$ cat src/rtl/puf_pkg.sv
// Shared types and default sizing for the PUF ring-oscillator measurement path.
// Pure declarations; no logic, no latency, no flow control.
package puf_pkg;

    typedef enum logic [1:0] {
        IDLE   = 2'd0,
        SETTLE = 2'd1,
        COUNT  = 2'd2,
        DONE   = 2'd3
    } ro_cnt_state_t;

    localparam int RO_CNT_W       = 16;
    localparam int RO_WINDOW      = 1024;
    localparam int RO_SETTLE_CYC  = 16;
    localparam int RO_SYNC_STAGES = 2;

    // One timer is shared by SETTLE and COUNT, so it must hold the larger reload.
    function automatic int ro_timer_width(input int window, input int settle);
        int m;
        m = (window > settle) ? window : settle;
        return (m < 2) ? 1 : $clog2(m);
    endfunction

endpackage

$ cat src/rtl/ro_pair_counter_if.sv
// Control/result bundle between the RO pair counter and the response collector.
// Plain wires; start is a level request, done is a one-cycle result strobe.
interface ro_pair_counter_if #(
    parameter int CNT_W = puf_pkg::RO_CNT_W
);

    logic             start;
    logic             busy;
    logic             done;
    logic             response;
    logic             tie;
    logic [CNT_W-1:0] count_a;
    logic [CNT_W-1:0] count_b;

    modport master (
        output start,
        input  busy,
        input  done,
        input  response,
        input  tie,
        input  count_a,
        input  count_b
    );

    modport slave (
        input  start,
        output busy,
        output done,
        output response,
        output tie,
        output count_a,
        output count_b
    );

endinterface

$ cat src/rtl/ro_edge_sync.sv
// Synchronizes one free-running ring-oscillator output into core_clk and flags rising edges.
// Latency SYNC_STAGES cycles to sync_now, rise_pulse combinational from flops; no backpressure.
module ro_edge_sync
    import puf_pkg::*;
#(
    parameter int SYNC_STAGES = RO_SYNC_STAGES
) (
    input  logic clk,
    input  logic rst_n,
    input  logic async_in,
    output logic rise_pulse
);

    logic [SYNC_STAGES-1:0] sync_q;
    logic                   hist_q;

    if (SYNC_STAGES < 2) begin : g_bad_stages
        $error("ro_edge_sync needs at least two synchronizer stages");
    end

    // History runs in every state so enable-induced edges age out before counting.
    always_ff @(posedge clk or negedge rst_n) begin
        if (!rst_n) begin
            sync_q <= '0;
            hist_q <= 1'b0;
        end else begin
            sync_q <= {sync_q[SYNC_STAGES-2:0], async_in};
            hist_q <= sync_q[SYNC_STAGES-1];
        end
    end

    assign rise_pulse = sync_q[SYNC_STAGES-1] & ~hist_q;

endmodule

$ cat src/rtl/ro_pair_counter.sv
// Enables one RO pair, settles, counts both oscillators over a fixed window, emits one response bit.
// done fires 1+SETTLE_CYC+WINDOW cycles after start is sampled; start is ignored while busy.
module ro_pair_counter
    import puf_pkg::*;
#(
    parameter int CNT_W       = RO_CNT_W,
    parameter int WINDOW      = RO_WINDOW,
    parameter int SETTLE_CYC  = RO_SETTLE_CYC,
    parameter int SYNC_STAGES = RO_SYNC_STAGES
) (
    input  logic             clk,
    input  logic             rst_n,
    input  logic             ro_a,
    input  logic             ro_b,
    output logic             en_a,
    output logic             en_b,
    ro_pair_counter_if.slave ctl
);

    localparam int               TMR_W       = ro_timer_width(WINDOW, SETTLE_CYC);
    localparam logic [TMR_W-1:0] SETTLE_LOAD = TMR_W'(SETTLE_CYC - 1);
    localparam logic [TMR_W-1:0] WINDOW_LOAD = TMR_W'(WINDOW - 1);
    localparam logic [CNT_W-1:0] CNT_MAX     = '1;

    if (WINDOW < 1) begin : g_bad_window
        $error("ro_pair_counter WINDOW must be at least 1");
    end
    if (SETTLE_CYC < 1) begin : g_bad_settle
        $error("ro_pair_counter SETTLE_CYC must be at least 1");
    end

    ro_cnt_state_t    state_q, state_d;
    logic [TMR_W-1:0] timer_q, timer_d;
    logic [CNT_W-1:0] cnt_a_q, cnt_a_d;
    logic [CNT_W-1:0] cnt_b_q, cnt_b_d;
    logic             response_q, response_d;
    logic             tie_q, tie_d;
    logic             rise_a;
    logic             rise_b;
    logic             running;

    ro_edge_sync #(
        .SYNC_STAGES (SYNC_STAGES)
    ) u_sync_a (
        .clk        (clk),
        .rst_n      (rst_n),
        .async_in   (ro_a),
        .rise_pulse (rise_a)
    );

    ro_edge_sync #(
        .SYNC_STAGES (SYNC_STAGES)
    ) u_sync_b (
        .clk        (clk),
        .rst_n      (rst_n),
        .async_in   (ro_b),
        .rise_pulse (rise_b)
    );

    always_comb begin
        state_d    = state_q;
        timer_d    = timer_q;
        cnt_a_d    = cnt_a_q;
        cnt_b_d    = cnt_b_q;
        response_d = response_q;
        tie_d      = tie_q;

        case (state_q)
            IDLE: begin
                if (ctl.start) begin
                    state_d = SETTLE;
                    timer_d = SETTLE_LOAD;
                    cnt_a_d = '0;
                    cnt_b_d = '0;
                end
            end
            SETTLE: begin
                if (timer_q == '0) begin
                    state_d = COUNT;
                    timer_d = WINDOW_LOAD;
                end else begin
                    timer_d = timer_q - 1'b1;
                end
            end
            COUNT: begin
                if (rise_a && (cnt_a_q != CNT_MAX)) begin
                    cnt_a_d = cnt_a_q + 1'b1;
                end
                if (rise_b && (cnt_b_q != CNT_MAX)) begin
                    cnt_b_d = cnt_b_q + 1'b1;
                end
                // Compare the post-increment values so the last window cycle still counts.
                if (timer_q == '0) begin
                    state_d    = DONE;
                    response_d = (cnt_a_d > cnt_b_d);
                    tie_d      = (cnt_a_d == cnt_b_d);
                end else begin
                    timer_d = timer_q - 1'b1;
                end
            end
            DONE: begin
                state_d = IDLE;
            end
            default: begin
                state_d = IDLE;
            end
        endcase
    end

    always_ff @(posedge clk or negedge rst_n) begin
        if (!rst_n) begin
            state_q    <= IDLE;
            timer_q    <= '0;
            cnt_a_q    <= '0;
            cnt_b_q    <= '0;
            response_q <= 1'b0;
            tie_q      <= 1'b0;
        end else begin
            state_q    <= state_d;
            timer_q    <= timer_d;
            cnt_a_q    <= cnt_a_d;
            cnt_b_q    <= cnt_b_d;
            response_q <= response_d;
            tie_q      <= tie_d;
        end
    end

    assign running      = (state_q == SETTLE) || (state_q == COUNT);
    assign en_a         = running;
    assign en_b         = running;
    assign ctl.busy     = running;
    assign ctl.done     = (state_q == DONE);
    assign ctl.response = response_q;
    assign ctl.tie      = tie_q;
    assign ctl.count_a  = cnt_a_q;
    assign ctl.count_b  = cnt_b_q;

endmodule

$ cat src/flat_wrapper.sv
// flat-port wrapper written by rule: the top's interface ports become plain ports
module ro_pair_counter_flat import puf_pkg::*;
#(
    parameter int CNT_W       = RO_CNT_W,
    parameter int WINDOW      = RO_WINDOW,
    parameter int SETTLE_CYC  = RO_SETTLE_CYC,
    parameter int SYNC_STAGES = RO_SYNC_STAGES
)
  (clk, rst_n, ro_a, ro_b, en_a, en_b, ctl_start, ctl_busy, ctl_done, ctl_response, ctl_tie, ctl_count_a, ctl_count_b);
  ro_pair_counter_if #(.CNT_W(CNT_W)) ctl_i ();
  input  logic clk;
  input  logic rst_n;
  input  logic ro_a;
  input  logic ro_b;
  output logic en_a;
  output logic en_b;
  input wire logic [$bits(ctl_i.start)-1:0] ctl_start;
  output wire logic [$bits(ctl_i.busy)-1:0] ctl_busy;
  output wire logic [$bits(ctl_i.done)-1:0] ctl_done;
  output wire logic [$bits(ctl_i.response)-1:0] ctl_response;
  output wire logic [$bits(ctl_i.tie)-1:0] ctl_tie;
  output wire logic [$bits(ctl_i.count_a)-1:0] ctl_count_a;
  output wire logic [$bits(ctl_i.count_b)-1:0] ctl_count_b;
  assign ctl_i.start = ctl_start;
  assign ctl_busy = ctl_i.busy;
  assign ctl_done = ctl_i.done;
  assign ctl_response = ctl_i.response;
  assign ctl_tie = ctl_i.tie;
  assign ctl_count_a = ctl_i.count_a;
  assign ctl_count_b = ctl_i.count_b;
  ro_pair_counter #(.CNT_W(CNT_W), .WINDOW(WINDOW), .SETTLE_CYC(SETTLE_CYC), .SYNC_STAGES(SYNC_STAGES)) u_core (.clk(clk), .rst_n(rst_n), .ro_a(ro_a), .ro_b(ro_b), .en_a(en_a), .en_b(en_b), .ctl(ctl_i));
endmodule
$ cat config.mk
export PLATFORM = sky130hd
export DESIGN_NAME = ro_pair_counter_flat
export DESIGN_NICKNAME = d
export VERILOG_FILES = /design/src/rtl/puf_pkg.sv /design/src/rtl/ro_pair_counter_if.sv /design/src/rtl/ro_edge_sync.sv /design/src/rtl/ro_pair_counter.sv /design/src/flat_wrapper.sv
export SDC_FILE = /design/constraint.sdc
export NUM_CORES = 1
export LEC_CHECK = 0
export BUFFER_PORTS_ARGS = -buffer_cell sky130_fd_sc_hd__buf_2
export CORE_ASPECT_RATIO = 1.1
export CORE_UTILIZATION = 59
export CTS_CLUSTER_SIZE = 14
export DETAILED_ROUTE_END_ITERATION = 10
export PLACE_DENSITY_LB_ADDON = 0.25
export SLEW_MARGIN = 10
export SYNTH_ARGS = -nofsm -noshare
export SYNTH_HDL_FRONTEND = slang
export SYNTH_SLANG_ARGS = --single-unit
$ cat constraint.sdc
create_clock -name clk -period 5.8 [get_ports clk]
set_input_delay 0.58 -clock clk [delete_from_list [all_inputs] [get_ports clk]]
set_output_delay 0.58 -clock clk [all_outputs]
set_load 0.01 [all_outputs]
==> impl_results.md <==
- Vias per cell: 6.24
- Most used DFF post-synth: dfrtp_1
- Initial antenna violation count: 0
- Register Area: 1300 sq um
- H-tree levels: 2
- RSZ-0062 raised after global routing: false
- First-pass GRT wire length: roughly 15 mm
- Site Rows: 29
- Placed cell count: 526
- Detailed-route via count: around 3300
- Worst Path Arrival: approximately 3.3 ns
- Hold WC Path Type: reg -> reg
- Crit path time final: 3.06 ns
- Area share of the leading cell type in the synthesized netlist: 35.3%
- Most common cell in the netlist: dfrtp_1
- Initial Utilization: 62.7%
- Final WL: 8.72 mm
- DIE WIDTH: 77.3 microns
- Total CTS buffers: 5
- Clk_lat worst skew: 0.31 ns
- Slew Viols, Final: 0
- Synthesized flop and latch total: 52
- Tightest Pin Transition: 0.909 ns
- Reg2reg setup slack: 2.74 ns
- Critical path capture point type: register
- Skew final: 0.00367 ns
- Fillcell total: 466
- # diodes: 0
- DRT iter0 DRCs: about 390
- Final ANT Viol Nets: 0
- Final Util: approximately 70%
- Die area: 6560 sq um
- Critical Path RT: 6.02 ns
- CTS sink cnt: 52
- CP max stage delay: around 0.51 ns
- Synthesized net count: 455
- I/O Pins: 43
- Layout cell share with drive strength beyond 1: between 10% and 20%
- Setup TNS: 0 ns
- Synth top area cells: dfrtp_1 35%, ha_1 7.8%, nand2_1 4.4%
- Syn Inst Count: 427
- Postcts setup bufs: 0
- Pwr Total: approximately 0.94 mW
- Clk root buf: clkbuf_8
- Final hold violations: 0
- Status: completed
- Port Buffers: 42
- Cell family with most CP delay: simple AND/OR/NAND/NOR gates
- Grt total ovfl: 0
- Slowest cell on the critical path: dfrtp_1
- Routability congestion estimate from global placement: 0.909
- Slew HR: 39.3%
- Mapped Area: 3680 sq um
- Vias in the first global route: 3181
- # nets final: approximately 480
- Post-synth EDFFs: 0
- CTS tree: yes
- Largest area contributor in the netlist: dfrtp_1
- CTS max path bufs: 2
- Post-cts gate resize count: 0
- Non-Filler Instances: roughly 530
- Register area share after synthesis: 35.3%
- Overall Global Routing Usage: between 20 and 30%
- Most common cell type on the critical path: or3_1
- Core Region: 5880 sq um
- # hold bufs at CTS: 0
- Max VDD drop: 0.141 mV
- Total buffers and inverters traversed by the critical path: 0
- Residual DRC count: 0
- Unique masters post-synth: 54
- Most frequent cells after synthesis: 52 x dfrtp_1, 43 x nand2_1, 31 x a21oi_1
- Leak: 1.81 nW
- Avg Inst Size Synth: approximately 8.6 sq um
- Pin count of the biggest net entering global routing: 53
- Clock Pin Slew Worst Setup and Hold Paths: 0.10 ns
- Startpoint Class: register
- Pwr dens: between 200 and 250 nW/um^2
- Max_cap viols: 0
- Half-perimeter wire length after placement: 6.32 mm
- Multi-input logic area: 2220 sq um
- FFs w/ async S/R, synth: 100%
- Area delta synth->final: 9.71%
- CP max FO: 8
- Final period utilization: 52.8%
- CP Cell Sequence: nand3b_1 > nor3_1 > o31ai_2 > or3_1 > xor2_1 > ha_1 > nand4_1 > or3_1 > a21oi_1 > nor4_1 > o31ai_1
- Routed len/inst: 16.3 microns
- Fmax: between 300 and 400 MHz
- Die Ht: 84.9 microns
- Final setup vio count: 0
- Pre-antenna DRT Iters: 4
- Ys Warns: 0
- WS Path Type: reg -> reg
-- placed cells by master, fill, tap and decap left out, drive strengths merged, types with 21 or more instances in the layout --
cell type,count
a21oi,34
buf,45
dfrtp,52
ha,23
nand2,43
nand3,23
nand4,21
nor2,29
o21ai,25
-- cell families after synthesis --
logic type	after synthesis	share of synthesized area, %
adders and majority gates	23	7.81
DFF	52	35.3
xor gates and xnor gates	29	6.90
buffers and inverters	37	4.38
muxes	5	1.46
and+or+nand+nor	171	24.9
AOI/OAI and AO/OA	110	19.2
-- final cells by class --
cell class	count	share of cell area (%)
multi-input cells	338	55.0
clock buffers	5	1.70
clock inverters	3	1.70
repair buffers	45	5.76
flip-flops and latches	52	32.2
inverters	14	1.30
well taps	77	2.38
-- per-stage QoR --
stage	hold WS, ns	setup WS [ns]	cell area [sq um]
final	0.359	2.74	4040
after detailed placement	0.341	2.77	3900
after global placement	0.332	2.91	3900
after CTS	0.357	2.77	4040
after floorplan	0.284	3.09	3680
after global routing	0.352	2.50	4040
-- layer usage --
layer  track usage, %  vias to the layer above  part of all wire [%]
met3             4.52                       24                   6.1
met4             12.5                        0                   2.9
li1                 -                     1631                     -
met5                0                        -                     0
met1             37.3                     1550                    42
met2             46.8                      127                    49
-- registers in the layout, indices dropped and copies added (netlist names) --
name	cells
u_core.ctl.count_a	16
u_core.ctl.count_b	16
u_core.ctl.response	1
u_core.ctl.tie	1
u_core.state_q	2
u_core.timer_q	10
u_core.u_sync_a.hist_q	1
u_core.u_sync_a.sync_q	2
u_core.u_sync_b.hist_q	1
u_core.u_sync_b.sync_q	2
-- power by group --
group          internal [mW]  switching [mW]
Combinational         0.0906           0.107
Sequential             0.389          0.0515
Clock                  0.174           0.130
Total                  0.654           0.288
-- worst paths after layout --
check,from,end,cells after the start
worst max-delay path,u_core.ctl.count_b[2],u_core.ctl.response,11
worst min-delay path,u_core.u_sync_b.sync_q[0],u_core.u_sync_b.sync_q[1],0
worst max register to register,u_core.ctl.count_b[2],u_core.ctl.response,11
worst min register to register,u_core.u_sync_b.sync_q[0],u_core.u_sync_b.sync_q[1],0
max in group asynchronous,rst_n,u_core.ctl.count_a[10],2
min in group asynchronous,rst_n,u_core.ctl.count_b[10],2
No activity file was read; power rests on OpenSTA's default activity.
